===== src/rtl/hamming_pkg.sv =====
// Shared definitions for the Hamming(7,4) serial framing path.
package hamming_pkg;

    // Default codeword split: message bits and parity bits.
    localparam int N_DEFAULT = 4;
    localparam int M_DEFAULT = 3;

    // Frame transmitter states.
    typedef enum logic [1:0] {
        IDLE,
        START,
        DATA,
        STOP
    } tx_state_t;

    // Line levels for the frame delimiters.
    localparam logic START_BIT = 1'b0;
    localparam logic STOP_BIT  = 1'b1;

endpackage : hamming_pkg


===== src/rtl/bit_timer.sv =====
// Bit-period timer: counts 0..CLKS_PER_BIT-1 and flags the last cycle of
// every bit period. Held at zero while clear is asserted so that the first
// period after a frame starts is always full length.
module bit_timer #(
    parameter int CLKS_PER_BIT = 16
) (
    input  logic clk,
    input  logic rst_n,
    input  logic clear,
    output logic bit_done
);

    localparam int              CW   = $clog2(CLKS_PER_BIT);
    localparam logic [CW-1:0]   LAST = CW'(CLKS_PER_BIT - 1);

    logic [CW-1:0] cnt;

    // Period counter: restart on clear, wrap after the last cycle of a bit.
    always_ff @(posedge clk or negedge rst_n) begin
        if (!rst_n) begin
            cnt <= '0;
        end else if (clear || (cnt == LAST)) begin
            cnt <= '0;
        end else begin
            cnt <= cnt + CW'(1);
        end
    end

    assign bit_done = !clear && (cnt == LAST);

endmodule : bit_timer


===== src/rtl/hamming_frame_tx.sv =====
// Serial framing transmitter for Hamming codewords. Accepts one codeword
// through valid/ready, sends it LSB-first between a start bit (0) and a stop
// bit (1), and counts completed frames modulo 256.
module hamming_frame_tx
    import hamming_pkg::*;
#(
    parameter int N            = N_DEFAULT,
    parameter int M            = M_DEFAULT,
    parameter int CLKS_PER_BIT = 16
) (
    input  logic           clk,
    input  logic           rst_n,
    input  logic [N+M-1:0] codeword_in,
    input  logic           codeword_valid,
    output logic           codeword_ready,
    output logic           tx,
    output logic           busy,
    output logic [7:0]     frames_sent
);

    localparam int            W        = N + M;
    localparam int            IW       = (W > 1) ? $clog2(W) : 1;
    localparam logic [IW-1:0] LAST_IDX = IW'(W - 1);

    tx_state_t       state, state_d;
    logic [W-1:0]    shift_reg, shift_d;
    logic [IW-1:0]   bit_idx, idx_d;
    logic [7:0]      frames_d;
    logic            tx_d;
    logic            bit_done;

    // The timer runs only while a frame is on the line.
    bit_timer #(
        .CLKS_PER_BIT (CLKS_PER_BIT)
    ) u_bit_timer (
        .clk      (clk),
        .rst_n    (rst_n),
        .clear    (state == IDLE),
        .bit_done (bit_done)
    );

    assign codeword_ready = (state == IDLE);
    assign busy           = (state != IDLE);

    // Next-state logic: frame sequencing, shift register load/shift, counters.
    always_comb begin
        // NOTE: every signal gets a default here so no path leaves one
        // unassigned, which would otherwise infer a latch.
        state_d  = state;
        shift_d  = shift_reg;
        idx_d    = bit_idx;
        frames_d = frames_sent;

        case (state)
            IDLE: begin
                if (codeword_valid && codeword_ready) begin
                    state_d = START;
                    shift_d = codeword_in;
                    idx_d   = '0;
                end
            end
            START: begin
                if (bit_done) begin
                    state_d = DATA;
                end
            end
            DATA: begin
                if (bit_done) begin
                    shift_d = shift_reg >> 1;
                    if (bit_idx == LAST_IDX) begin
                        state_d = STOP;
                    end else begin
                        idx_d = bit_idx + IW'(1);
                    end
                end
            end
            STOP: begin
                if (bit_done) begin
                    state_d  = IDLE;
                    frames_d = frames_sent + 8'd1;
                end
            end
            default: begin
                state_d = IDLE;
            end
        endcase

        // Line level is derived from the upcoming state so tx is registered
        // and changes on the same edge as the state.
        case (state_d)
            START:   tx_d = START_BIT;
            DATA:    tx_d = shift_d[0];
            default: tx_d = STOP_BIT;
        endcase
    end

    // State and datapath registers; reset abandons any frame in flight.
    always_ff @(posedge clk or negedge rst_n) begin
        // NOTE: sequential state uses non-blocking assignments so all
        // registers update together from values sampled before the edge.
        // The shift register is reset too: it is a few flops, not a memory,
        // and a known value keeps tx derivation deterministic.
        if (!rst_n) begin
            state       <= IDLE;
            shift_reg   <= '0;
            bit_idx     <= '0;
            frames_sent <= 8'd0;
            tx          <= STOP_BIT;
        end else begin
            state       <= state_d;
            shift_reg   <= shift_d;
            bit_idx     <= idx_d;
            frames_sent <= frames_d;
            tx          <= tx_d;
        end
    end

endmodule : hamming_frame_tx


===== config.mk =====
export PLATFORM = sky130hd
export DESIGN_NAME = hamming_frame_tx
export DESIGN_NICKNAME = d
export VERILOG_FILES = /design/src/rtl/hamming_pkg.sv /design/src/rtl/bit_timer.sv /design/src/rtl/hamming_frame_tx.sv
export SDC_FILE = /design/constraint.sdc
export NUM_CORES = 1
export LEC_CHECK = 0
export CAP_MARGIN = 25
export CORE_ASPECT_RATIO = 1.1
export CORE_MARGIN = 2
export CORE_UTILIZATION = 53
export CTS_BUF_LIST = sky130_fd_sc_hd__clkbuf_4
export CTS_CLUSTER_SIZE = 40
export DETAILED_ROUTE_END_ITERATION = 8
export GPL_ROUTABILITY_DRIVEN = 0
export PLACE_DENSITY = 0.87
export SLEW_MARGIN = 20
export SYNTH_ARGS = -nofsm -noshare
export SYNTH_HDL_FRONTEND = slang
export SYNTH_SLANG_ARGS = --single-unit

===== constraint.sdc =====
create_clock -name clk -period 2.46 [get_ports clk]
set_input_delay 0.369 -clock clk [delete_from_list [all_inputs] [get_ports clk]]
set_output_delay 0.369 -clock clk [all_outputs]
set_load 0.01 [all_outputs]

==> reports/metrics.csv, run 1 <==
metric;value;unit
Synth Area in Adders;0.0422;
Clk pin slew, worst setup/hold paths;0.15;ns
DRT iter0 DRCs;17;
remaining antenna violation count after routing;0;
Antenna diodes;0;
Post-Synth Simple-Gate Area;0.178;
Post-Route Setup TNS;0;ns
maximum achievable frequency;457;MHz
Max Cap Viol;0;
Post-CTS Setup Bufs;0;
initial antenna violation count;0;
overall die width;49.1;um
All-Layer GR Usage;0.200;
DRT Pass-1 Iters;4;
relative slew slack;0.546;
Static Leak;0.627;nW
number of I/O pins;21;
Setup Skew;0.0100;ns
peak supply drop;0.000703;V
Worst EP arrival;1.82;ns
area share of the largest cell type after synthesis;0.506;
placed cell count;152;
Core Area;0.00206;mm2
post-layout min period;2.19;ns
crit start category;register;
DRC viols;0;
Worst Path Buf+Inv;1;
vias per cell;5.49;
pwr dens;897;mW/mm2
XOR/XNOR Fraction of Synth Area;0.0665;
Die Area;0.00263;mm2
Final Max Tran Viols;0;
Clock Tree Root;clkbuf_4;
clock buffer depth;2;
main combinational cell family by area after synthesis;simple AND/OR/NAND/NOR gates;
most common library cells after synthesis;24 x dfrtp_1, 17 x nand2_1, 6 x nor2_1, 6 x xnor2_1, 5 x a22oi_1;
via count;857;
Synth area leader;dfrtp_1;
Nets;143;
syn avg cell area;11.0;um2
post-synthesis sequential area ratio;0.528;
number of flip-flops in the largest register;8;
WL per Instance;14.4;um
Async SR Flop Fraction;1.00;
Period Utilization, post-route;0.889;
Overflow after GRT;0;
Starting Density;0.575;
Layout Cells excl Fill;156;
EDFF count, synth;0;
Synth Instances;108;
Hold Crit Class;primary input to async pin;
Synth Area in Compound Gates;0.117;
status;completed;
Synth warnings;0;
Crit Path Max Fanout;8;
Clock Sink Count;25;
mux share of post-synthesis cell area;0.0179;
PostCTS Resize Cnt;0;
Synth Flop Type;dfrtp_1;
CP max-delay cell;clkdlybuf4s50_1;
number of global-route vias before repair;856;
Power, Total;0.00127;W
Syn-to-layout area delta;19.3;%
hold buffers post-CTS;0;
RSZ-0062 raised after global routing;false;
worst path cell trace;nor2_1 -> clkdlybuf4s50_1;
largest net degree at the start of global routing;16;
Rows;17;
Syn Std Cell Area;0.00119;mm2
Post-Route WL;2.25;mm
Worst Max-Slew Pin Slew;0.679;ns
distinct cell type count after synthesis;36;
CP delay by family, top;buffers and inverters;
most frequent cell after synthesis;dfrtp_1;
Required @ worst endpoint;2.09;ns
synthesized flop and latch total;25;
Num CTS Buffers;3;
clk_lat worst skew;0.32;ns
Worst path max stage delay;0.62;ns
CTS tree;done;
die span in y;53.6;um
Hold Vio Cnt, Final;0;
critical path class;register to primary output;
dpl hpwl;1.69;mm
final setup fails;0;
first-pass GRT wire length;3.89;mm
H-tree levels;1;
ranking of synthesized cells by area;dfrtp_1 51%, nand2_1 5.4%, xnor2_1 4.4%;
Worst Setup End Kind;primary output;
post-synthesis net count;122;
I/O Buffers;20;
share of layout cells above drive strength 1;0.0703;
[worst paths after layout]
path                                    startpoint        endpoint  slack, ns  depth (start not counted)
max in group asynchronous                    rst_n    shift_reg[5]       1.41                          2
worst min register to register      frames_sent[7]  frames_sent[7]       0.48                          1
min in group clk                    frames_sent[7]  frames_sent[7]       0.48                          1
worst min-delay path                         rst_n    shift_reg[1]       0.44                          1
worst max-delay path                      state[1]  codeword_ready       0.27                          2
worst max register to register  u_bit_timer.cnt[0]              tx       0.72                          5
[cells in the final DEF (no fill, tap or decap), types with 3 or more instances in the layout]
cell,count
dfrtp_1,24
clkdlybuf4s50_1,20
nand2_1,17
nor2_1,6
xnor2_1,6
a22oi_1,5
inv_1,4
ha_1,4
nand4_1,3
xor2_1,3
clkbuf_4,3
[through the flow]
stage	hold slack (ns)	instance area [um2]	util	worst slack (ns)
3_5_place_dp	0.466	1390	0.671	0.450
2_1_floorplan	0.0734	1190	-	0.693
3_3_place_gp	0.455	1390	0.671	0.504
4_1_cts	0.449	1420	0.686	0.264
5_1_grt	0.486	1420	0.686	0.129
6_report	0.436	1420	0.686	0.273
[area by class of cell]
cell class	instances	area, um2
clock buffers	3	22.5
clock inverters	1	7.51
fillers	162	648
inverters	4	15.0
multi-input cells	74	500
flip-flops and latches	25	627
well taps	28	35.0
repair buffers	21	208
[power breakdown]
group          switching (W)  leakage (nW)  total (W)  internal [W]
Sequential          0.000129         0.318   0.000688      0.000559
Combinational       0.000183         0.294   0.000391      0.000209
Clock               0.000128        0.0139   0.000190     0.0000621
[cell families after synthesis]
group	count (synthesis)
simple gates	40
flops	25
compound gates	19
xor+xnor	9
buf+inv	9
fa+ha+maj	4
mux	2
[per-layer routing]
metal / vias up / part of all wire / GRT usage
met4: 0 / 0.016 / 0.100
met1: 411 / 0.43 / 0.234
met2: 25 / 0.50 / 0.356
met5: - / 0 / 0
met3: 4 / 0.051 / 0.0417
li1: 417 / - / -
Note: power is estimated with default switching activity, not from simulation.
==> run 2: changes to the inputs <==
- CTS_BUF_LIST: sky130_fd_sc_hd__clkbuf_4 -> sky130_fd_sc_hd__clkbuf_8
==> run 2 against run 1 <==
Sequential power about the same; clock skew shrank 0.0074 ns; worst setup slack better by 0.071 ns; register-to-register slack got worse by 0.05 ns; via count is 1.5% higher; critical endpoint unchanged; final cell count unchanged; non-clock buffer count stayed put.
==> reports/metrics.csv, run 2 (synthesis results as in run 1) <==
metric;value;unit;change
number of I/O pins;21;;unchanged
Worst EP arrival;1.75;ns;-0.07 ns
Core Area;0.00206;mm2;unchanged
Overflow after GRT;0;;unchanged
Setup Skew;0.00257;ns;-0.00744 ns
Clock Tree Root;clkbuf_8;;
Nets;143;;unchanged
CTS tree;done;;
fin area;0.00143;mm2;+1.3%
Crit Path Max Fanout;8;;unchanged
relative slew slack;0.551;;+0.00515
Num CTS Buffers;3;;unchanged
initial antenna violation count;0;;unchanged
DRC viols;0;;unchanged
H-tree levels;1;;unchanged
Area after DPL;0.00139;mm2;unchanged
Post-Route WL;2.30;mm;+2.1%
peak supply drop;0.000584;V;-17%
Power, Total;0.00133;W;+4.6%
Worst Setup End Kind;primary output;;
first-pass GRT wire length;4.01;mm;+3.0%
reg2reg end;tx;;
Period Utilization, post-route;0.860;;-0.0290
share of layout cells above drive strength 1;0.0703;;unchanged
Finished Core Util;0.695;;+0.00910
DRT iter0 DRCs;34;;+17
Hold Vio Cnt, Final;0;;unchanged
clock buffer depth;2;;unchanged
Antenna diodes;0;;unchanged
hold buffers post-CTS;0;;unchanged
clk_lat worst skew;0.27;ns;-0.05 ns
grt met3 use;0.0500;;+0.00833
maximum achievable frequency;473;MHz;+3.4%
vias per cell;5.58;;+1.5%
pwr dens;926;mW/mm2;+3.3%
Placement Setup Slack;0.450;ns;unchanged
gr busiest metal;met2;;
WL per Instance;14.7;um;+2.1%
Hold Crit Class;register to register;;
via count;870;;+1.5%
remaining antenna violation count after routing;0;;unchanged
R2R Setup Slk;0.67;ns;-0.05 ns
Post-CTS Setup Bufs;0;;unchanged
dpl hpwl;1.69;mm;unchanged
CP Launch Point;state[1];;
Clk pin slew, worst setup/hold paths;0.09;ns;-0.06 ns
RSZ-0062 raised after global routing;false;;
largest net degree at the start of global routing;16;;unchanged
Rows;17;;unchanged
Final Max Tran Viols;0;;unchanged
most frequent cells in the layout;24 x dfrtp_1, 20 x clkdlybuf4s50_1, 17 x nand2_1, 6 x nor2_1, 6 x xnor2_1;;
DRT Pass-1 Iters;4;;unchanged
critical path class;register to primary output;;
Starting Density;0.575;;unchanged
number of flip-flops in the largest register;8;;unchanged
Post-Route Setup TNS;0;ns;unchanged
number of global-route vias before repair;875;;+2.2%
final setup fails;0;;unchanged
post-layout min period;2.12;ns;-0.0713 ns
status;completed;;
All-Layer GR Usage;0.207;;+0.00682
PostCTS Resize Cnt;0;;unchanged
I/O Buffers;20;;unchanged
Syn-to-layout area delta;20.9;%;
GR Util met2;0.329;;-0.0270
die span in y;53.6;um;unchanged
Die Area;0.00263;mm2;unchanged
slack of the critical path;0.345;ns;+0.0713 ns
met1 GRT Util;0.260;;+0.0254
Worst Max-Slew Pin Slew;0.672;ns;-0.00770 ns
Static Leak;0.634;nW;+1.2%
Required @ worst endpoint;2.09;ns;about the same
path depth of the worst reg2reg path;5;;unchanged
Filler cells;163;;+0.62%
Worst Setup EP;codeword_ready;;
Max Cap Viol;0;;unchanged
Clock Sink Count;25;;unchanged
r2r startpoint;u_bit_timer.cnt[0];;
crit start category;register;;
most common cell after layout, fill and taps aside;dfrtp_1;;
overall die width;49.1;um;unchanged
run 2: changes by cell type in the layout (fill, tap and decap cells not counted):
| cell | change |
|---|---|
| clkbuf_8 | +3 |
| clkbuf_4 | -3 |
run 2: through the flow:
stage               std cells  hold WS [ns]
global route              156         0.497
finish                    156         0.473
global placement          152         0.455
floorplan                 108        0.0734
detailed placement        152         0.466
CTS                       156         0.483
run 2: worst min path at each step:
| stage | depth (start not counted) | startpoint | end | slack (ns) |
|---|---|---|---|---|
| floorplan | 0 | rst_n | bit_idx[0] | 0.07 |
| global placement | 1 | frames_sent[7] | frames_sent[7] | 0.45 |
| detailed placement | 2 | shift_reg[1] | shift_reg[1] | 0.47 |
| CTS | 1 | frames_sent[7] | frames_sent[7] | 0.48 |
| global route | 1 | frames_sent[7] | frames_sent[7] | 0.50 |
| finish | 1 | frames_sent[7] | frames_sent[7] | 0.47 |
run 2: metal layers:
layer  wire length, um  vias up  part of all wire
met5                 0        -                 0
met4                57        0             0.025
met3               136        7             0.059
met2              1110       26              0.48
met1               996      422              0.43
li1                  -      415                 -
run 2: cell type report:
type                    instances  area, um2  share of cell area
well taps                      28       35.0              0.0244
clock buffers                   3       41.3              0.0288
clock inverters                 1       7.51             0.00524
repair buffers                 21        208               0.145
flip-flops and latches         25        627               0.437
multi-input cells              74        500               0.349
inverters                       4       15.0              0.0105
run 2: power breakdown:
group	total, W	leakage (nW)	internal [W]	switching [W]
Clock	0.000244	0.0217	0.000115	0.000130
Combinational	0.000394	0.294	0.000209	0.000185
Sequential	0.000690	0.318	0.000560	0.000129
Total	0.00133	0.634	0.000884	0.000444
run 2: critical path, cell delays in order (launching register included):
cell and delay (ns):
dfrtp_1 0.49, nor2_1 0.37, clkdlybuf4s50_1 0.62
==> run 3: changes to the inputs <==
- SLEW_MARGIN: 20 -> 5
==> results of run 3 <==
No change in the layout: final DEF, timing and power equal those of run 2.
